`src/rtl/canvas_slot_sequencer.sv`:
```
`default_nettype none
// ============================================================================
// Module   : canvas_slot_sequencer
// Purpose  : Sweeps a whole canvas snapshot between the shadow canvas RAM and
//            one of two slot RAM regions.
//            Load (iOp=0) reads the selected slot and plots every pixel to the
//            VGA adapter. Save (iOp=1) reads the canvas and writes every pixel
//            into the selected slot.
// Ports    : iClk, iResetn (async, active-low)
//            iStart/iOp/iSlot - request, operation and slot (latched at start)
//            oBusy/oDone      - activity flag and one-cycle completion pulse
//            oSlotAddr/oSlotWe/oSlotWData/iSlotRData - slot RAM port
//            oCanvasAddr/iCanvasRData                - canvas RAM read port
//            oX/oY/oColour/oPlot                     - VGA plot port
// Revision : 1.0 - initial release
// ============================================================================
module canvas_slot_sequencer #(
   parameter int X_MAX   = 159,
   parameter int Y_MAX   = 119,
   parameter int X_W     = 8,
   parameter int Y_W     = 7,
   parameter int ADDR_W  = 15,
   parameter int COLOR_W = 3
) (
   input  logic               iClk,
   input  logic               iResetn,
   input  logic               iStart,
   input  logic               iOp,
   input  logic               iSlot,
   output logic               oBusy,
   output logic               oDone,
   output logic [ADDR_W:0]    oSlotAddr,
   output logic               oSlotWe,
   output logic [COLOR_W-1:0] oSlotWData,
   input  logic [COLOR_W-1:0] iSlotRData,
   output logic [ADDR_W-1:0]  oCanvasAddr,
   input  logic [COLOR_W-1:0] iCanvasRData,
   output logic [X_W-1:0]     oX,
   output logic [Y_W-1:0]     oY,
   output logic [COLOR_W-1:0] oColour,
   output logic               oPlot
);

   localparam logic [X_W-1:0] c_xMax = X_W'(X_MAX);
   localparam logic [Y_W-1:0] c_yMax = Y_W'(Y_MAX);

   typedef enum logic [1:0] {
      S_IDLE  = 2'd0,
      S_SWEEP = 2'd1,
      S_FLUSH = 2'd2,
      S_DONE  = 2'd3
   } state_t;

   state_t r_state;
   state_t w_stateNext;

   // Issue-side counters; r_addr tracks y*(X_MAX+1)+x incrementally.
   logic [X_W-1:0]    r_x;
   logic [Y_W-1:0]    r_y;
   logic [ADDR_W-1:0] r_addr;
   logic              r_op;
   logic              r_slot;

   // One-stage pipeline aligned with the 1-cycle RAM read latency.
   logic              r_pValid;
   logic [ADDR_W-1:0] r_pAddr;
   logic [X_W-1:0]    r_pX;
   logic [Y_W-1:0]    r_pY;

   logic w_lastIssue;
   logic w_act;

   assign w_lastIssue = (r_state == S_SWEEP) && (r_x == c_xMax) && (r_y == c_yMax);
   // The pipeline valid bit is only meaningful while sweeping/flushing.
   assign w_act       = r_pValid && ((r_state == S_SWEEP) || (r_state == S_FLUSH));

   always_ff @(posedge iClk or negedge iResetn) begin
      if (!iResetn) begin
         r_state <= S_IDLE;
      end else begin
         r_state <= w_stateNext;
      end
   end

   always_ff @(posedge iClk or negedge iResetn) begin
      if (!iResetn) begin
         r_x      <= '0;
         r_y      <= '0;
         r_addr   <= '0;
         r_op     <= 1'b0;
         r_slot   <= 1'b0;
         r_pValid <= 1'b0;
         r_pAddr  <= '0;
         r_pX     <= '0;
         r_pY     <= '0;
      end else begin
         r_pValid <= (r_state == S_SWEEP);
         if (r_state == S_SWEEP) begin
            r_pAddr <= r_addr;
            r_pX    <= r_x;
            r_pY    <= r_y;
         end

         case (r_state)
            S_IDLE: begin
               if (iStart) begin
                  r_op   <= iOp;
                  r_slot <= iSlot;
                  r_x    <= '0;
                  r_y    <= '0;
                  r_addr <= '0;
               end
            end
            S_SWEEP: begin
               if (w_lastIssue) begin
                  // Park the counters at 0 once the final pixel is issued.
                  r_x    <= '0;
                  r_y    <= '0;
                  r_addr <= '0;
               end else begin
                  r_addr <= r_addr + 1'b1;
                  if (r_x == c_xMax) begin
                     r_x <= '0;
                     r_y <= r_y + 1'b1;
                  end else begin
                     r_x <= r_x + 1'b1;
                  end
               end
            end
            default: begin
            end
         endcase
      end
   end

   always_comb begin
      w_stateNext = r_state;
      oBusy       = (r_state != S_IDLE);
      oDone       = 1'b0;
      oSlotAddr   = '0;
      oSlotWe     = 1'b0;
      oSlotWData  = '0;
      oCanvasAddr = '0;
      oX          = '0;
      oY          = '0;
      oColour     = '0;
      oPlot       = 1'b0;

      case (r_state)
         S_IDLE: begin
            if (iStart) begin
               w_stateNext = S_SWEEP;
            end
         end
         S_SWEEP: begin
            if (w_lastIssue) begin
               w_stateNext = S_FLUSH;
            end
         end
         S_FLUSH: begin
            w_stateNext = S_DONE;
         end
         S_DONE: begin
            oDone       = 1'b1;
            w_stateNext = S_IDLE;
         end
         default: begin
            w_stateNext = S_IDLE;
         end
      endcase

      // Read side: load reads the slot, save reads the canvas.
      if (r_state == S_SWEEP) begin
         if (!r_op) begin
            oSlotAddr = {r_slot, r_addr};
         end else begin
            oCanvasAddr = r_addr;
         end
      end

      // Act side: the registered stage consumes the data returned this cycle.
      // In save the slot port carries only writes, so no read/write clash.
      if (w_act) begin
         if (!r_op) begin
            oPlot   = 1'b1;
            oX      = r_pX;
            oY      = r_pY;
            oColour = iSlotRData;
         end else begin
            oSlotWe    = 1'b1;
            oSlotAddr  = {r_slot, r_pAddr};
            oSlotWData = iCanvasRData;
         end
      end
   end

endmodule
`default_nettype wire

```
`config.mk`:
```
export PLATFORM = sky130hd
export DESIGN_NAME = canvas_slot_sequencer
export DESIGN_NICKNAME = d
export VERILOG_FILES = /design/src/rtl/canvas_slot_sequencer.sv
export SDC_FILE = /design/constraint.sdc
export NUM_CORES = 1
export LEC_CHECK = 0
export ABC_AREA = 1
export CORE_MARGIN = 5
export CORE_UTILIZATION = 50
export CTS_CLUSTER_DIAMETER = 30
export DETAILED_ROUTE_END_ITERATION = 16
export HOLD_SLACK_MARGIN = 0.06
export PLACE_DENSITY = 0.77
export SETUP_SLACK_MARGIN = 0.02
export SYNTH_ARGS = -nofsm -noshare
export SYNTH_HDL_FRONTEND = slang
export SYNTH_SLANG_ARGS = --single-unit
export TNS_END_PERCENT = 10
```
`constraint.sdc`:
```
create_clock -name iClk -period 5.6 [get_ports iClk]
set_input_delay 1.12 -clock iClk [delete_from_list [all_inputs] [get_ports iClk]]
set_output_delay 1.12 -clock iClk [all_outputs]
set_load 0.05 [all_outputs]
```
# Yosys cells after proc, flatten, opt, wreduce, memory -nomap -nowiden

Cells that the tools add are included.

Register bits after elaboration: 65
Input port bits: 11
Output and inout port bits: 56
Word-level logic and storage cells: 65

Add/sub/neg operators: 3
Eq/ne operators: 8
Multiplexer cells: 33
Reductions and logical operators: 11

Operators by type and width:

| kind                                                                     | number |
|---|---|
| 16-bit two-way mux                                                       | 4 |
| 15-bit two-way mux                                                       | 4 |
| 8-bit two-way mux                                                        | 5 |
| 7-bit two-way mux                                                        | 5 |
| 15-bit case mux with 2 select lines                                      | 1 |
| 8-bit case mux with 2 select lines                                       | 1 |
| 15-bit by 1-bit adder with 15-bit output (second input constant)         | 1 |
| 7-bit case mux with 2 select lines                                       | 1 |
| 3-bit two-way mux                                                        | 4 |
| 8-bit by 1-bit adder with 8-bit output (second input constant)           | 1 |
| 8-bit equality test (second input constant)                              | 1 |
| 2-bit case mux with 4 select lines                                       | 1 |
| 7-bit by 1-bit adder with 7-bit output (second input constant)           | 1 |
| 7-bit equality test (second input constant)                              | 1 |
| 2-bit AND reduction                                                      | 3 |
| 1-bit two-way mux                                                        | 5 |
| 2-bit equality test (second input constant)                              | 2 |
| 2-bit two-way mux                                                        | 2 |
| 2-bit inequality test (second input constant)                            | 2 |
| 2-bit nonzero test                                                       | 2 |
| 1-bit logical AND                                                        | 3 |
| 3-bit by 2-bit inequality test with 1-bit output (second input constant) | 1 |
| 3-bit AND reduction                                                      | 1 |
| 2-bit by 1-bit equality test with 1-bit output (second input constant)   | 1 |
| 2 further kinds                                                          | 2 |

# Depth between registers and ports, before layout

Word-level depth: 5
Mapped depth: 11
Depth with buffers taken out: 10

# Worst setup path before layout

OpenSTA, ideal clock, no wires.

Path type: reg-to-output
Start point: reg r_state[0]
End point: out oSlotAddr[10]
Arrival: 2.880 ns
Required time: 4.480 ns
Path slack: 1.600 ns
Cell stages (with the launch flop): 8
Path buffers: 1
Path through: dfrtp_1 > inv_1 > ha_1 > nand2_1 > nor2_1 > inv_1 > clkbuf_1 > o22ai_1

Cells in the longest elaborated chain, start to end: 4
Elaborated cells between the ends (all ways): 7
Classes of those cells: 2 x eq/ne; 3 x mux; 2 x reduce/logical

RTL lines:

| element                                                                               | line    | text |
|---|---|---|
| start: declaration                                                                    | 54      | `state_t r_state;` |
| start signal: assignment                                                              | 81      | `r_state <= w_stateNext;` |
| 2-bit by 1-bit equality test with 1-bit output or 2-bit equality test (tied branches) | 75, 173 |  |
| 16-bit two-way mux or 1-bit logical OR (tied branches)                                | 173, 75 |  |
| 16-bit two-way mux or 1-bit logical AND (tied branches)                               | 184, 75 |  |
| 16-bit two-way mux (*)                                                                | 183     | `if (w_act) begin` |
| end: declaration                                                                      | 32      | `output logic [ADDR_W:0] oSlotAddr,` |

Mark *: on every way between the ends. The rest lies on a longest branch, timed or not.

# Final worst setup path

Start point: reg r_op
End point: out oSlotAddr[14]

Cells in the longest elaborated chain, start to end: 4

RTL lines:

| element                  | line | text |
|---|---|---|
| start: declaration       | 61   | `logic r_op;` |
| start signal: assignment | 107  | `r_op <= iOp;` |
| 16-bit two-way mux       | 174  | `if (!r_op) begin` |
| 16-bit two-way mux       | 173  | `if (r_state == S_SWEEP) begin` |
| 16-bit two-way mux       | 184  | `if (!r_op) begin` |
| 16-bit two-way mux (*)   | 183  |  |

Marks and branches as above.

==> run summary <==
Clk root buf -> clkbuf_8
Setup Slack @ Placement -> 1.71 ns
Commonest cells after routing, fill and taps aside -> nand2_1 (135), nor2_1 (88), inv_1 (67)
Worst setup endpoint -> oSlotAddr[14]
Synth top area share -> 46.4%
Total congestion overflow -> 0
Number of remaining DRC errors -> 0
Vias in the first global route -> 3,009
Worst reg-to-reg setup slack -> 2.85 ns
R2r startpoint -> r_state[1]
Fin crit share -> 75.9%
Final HPWL from detailed placement -> 6130 µm
Pwr dens -> 362 mW/mm²
Clock skew -> 0.00854 ns
Synth area leaders -> dfrtp_1 (46%), nand2_1 (14%), nor2_1 (9.4%), inv_1 (7.2%), o21ai_0 (5.1%)
Final hold viol count -> 0
Setup bufs post-CTS -> 0
1st-pass router iterations -> 5
Critical Path Sink Type -> output pin
Status -> finished clean
IO Count -> 67
Seq/Total Area, Yosys -> 46.4%
Die area -> 0.00879 mm²
RR Endpoint -> r_addr[9]
# diodes -> 0
Simple-Gate Fraction of Synth Area -> 29.7%
Die W -> 93.7 µm
Combinational Power Share -> 38.6%
Slew HR -> 46.2%
CTS H-tree depth -> 3
Setup crit start -> r_op
Rows -> 30
Unrepaired setup endpoints after global routing -> no
Synth Area in Compound Gates -> 10.0%
Total power -> 1.60 mW
Sw power -> 687 µW
Register bit total from synthesis -> 65
WS Path Type -> flop to output pin
First-pass GRT wire length -> 14,200 µm
Sw Share -> 43.0%
Routed Antenna Nets -> 0
Synth area leader -> dfrtp_1
I/O Buffers -> 66
Avg Cell Area, Syn -> 7.18 µm²
Inserted Clock Buffers -> 9
Share of cells above drive strength 1 -> 4.69%
Synth Warn # -> 0
Final setup margin -> 1.35 ns
Post-Synth Adder-Cell Area -> 2.86%
Final #Nets -> 568
Initial core utilization -> 51.6%
Buf+Inv Stages, Crit Path -> 3
Max Fclk -> 235 MHz
Via Count -> 3,296
Area growth syn-to-layout -> 25.8%
Total of max-cap violations -> 0
Initial antenna violation count -> 0
TritonCTS sink count -> 65
Peak VDD IR -> 0.483 mV
R2r worst-path depth -> 9
Hold-fix buffers, CTS -> 0
Largest net degree at the start of global routing -> 66
Mux share of post-synthesis cell area -> 0.321%
Most common cell after layout, fill and taps aside -> nand2_1
Critical-path top delay cell -> clkdlybuf4s50_1
P_leak -> 1.98 nW
Unique masters post-synth -> 27
Die height -> 93.7 µm
Syn Nets -> 507
RD Place Congestion -> 0.886
Vias per std cell -> 5.07
Crit-path cells -> inv_1 > nor2_1 > inv_1 > o22ai_1 > clkdlybuf4s50_1
Synth Area in XOR/XNOR -> 0.999%
Worst-margin pin slew -> 0.807 ns
Routed len/inst -> 12.9 µm
Fin crit period -> 4.25 ns
Setup_tns -> 0 ns
Seq pwr share -> 37.2%
CP top delay family -> buffers and inverters
Placeable Area -> 0.00679 mm²
GRT Overall Usage -> 20.4%
Startpoint types -> flop
Final wirelength -> 8380 µm
Worst-path clk slew -> 0.06 ns
Required time worst endpoint -> 4.48 ns
Most used cell, CP -> inv_1
Final setup fails -> 0
Filler cells -> 605
Syn Std Cell Area -> 0.00351 mm²
Worst hold start -> r_slot
CTS tree -> yes
First-iteration detailed-routing DRC count -> 160
Worst hold path class -> flop to flop
Internal Power -> 910 µW
Cts repair resizes -> 0
Max stage delay on crit path -> 0.84 ns
Fin. max-slew vios -> 0
Peak fanout along the critical path -> 21
Cells after synthesis -> 488
CTS max path bufs -> 2
Worst EP arrival -> 3.13 ns
Cell count along the critical path -> 5
Largest family of logic cells by synthesized area -> simple AND/OR/NAND/NOR gates
Worst-Skew Late Latency -> 0.35 ns
Clock Power Share -> 24.2%
## synth_stat cells, drive strengths merged
cell type / number
nand3b: 1
o21a: 1
a21o: 1
xor2: 4
o21bai: 1
buf: 7
a21oi: 7
ha: 8
nand2: 136
or2: 1
nor2: 89
inv: 70
clkbuf: 11
mux2: 1
nand3: 20
o22ai: 15
o21ai: 37
nor3: 3
nand4: 10
dfrtp: 65
## worst min path at each step
stage	endpoint	slack (ns)	cells after the start
floorplan	r_pX[4]	0.47	2
global placement	r_slot	0.49	1
detailed placement	r_slot	0.50	1
CTS	r_slot	0.51	1
global route	r_slot	0.52	1
finish	r_slot	0.52	1
## cells by family after synthesis
logic type	count (synthesis)
AND/OR/NAND/NOR	260
multiplexers	1
flip-flops	65
adder cells (fa/ha/maj)	8
XOR/XNOR	4
buffers and inverters	88
AO/OA/AOI/OAI	62
## layer usage
layer	track usage, %	vias up	wire [µm]
met5	0	-	0
met4	7.70	0	165
met3	4.41	17	516
met2	30.9	107	3720
met1	28.7	1533	3980
li1	-	1639	-
## power by group through the flow
stage | Sequential [mW] | Combinational (mW) | Clock [mW]
floorplan | 0.573 | 0.484 | 0
global placement | 0.596 | 0.605 | 0
detailed placement | 0.602 | 0.620 | 0
CTS | 0.593 | 0.623 | 0.395
global route | 0.602 | 0.691 | 0.414
finish | 0.594 | 0.617 | 0.387
## layout make-up
cell class,instances,area [µm²],share of cell area (%)
well taps,96,120,2.72
repair buffers,68,671,15.2
multi-input cells,335,1540,35.0
clock inverters,3,40.0,0.908
flip-flops and latches,65,1630,36.9
inverters,70,263,5.96
clock buffers,13,149,3.38
## worst reg2reg max path: cells and delay by family (launching register included)
family | cells | cell delay, ns
adders and majority gates | 1 | 0.59
buffers and inverters | 3 | 0.56
AOI/OAI and AO/OA | 1 | 0.56
and+or+nand+nor | 4 | 0.52
DFF | 1 | 0.41
## state kept, by name, indices dropped and copies added (netlist names)
name / cells
r_x: 8
r_pX: 8
r_pAddr: 15
r_addr: 15
r_state: 2
r_slot: 1
r_op: 1
r_pValid: 1
r_pY: 7
r_y: 7
## stage by stage
step / util, % / instance area (µm²) / instances / hold slack, ns
2_1_floorplan: - / 3510 / 488 / 0.474
3_3_place_gp: 62.1 / 4220 / 634 / 0.489
3_5_place_dp: 62.1 / 4220 / 634 / 0.499
4_1_cts: 64.9 / 4410 / 650 / 0.513
5_1_grt: 64.9 / 4410 / 650 / 0.525
6_report: 64.9 / 4410 / 650 / 0.517
Power figures use the tool's default switching activity.
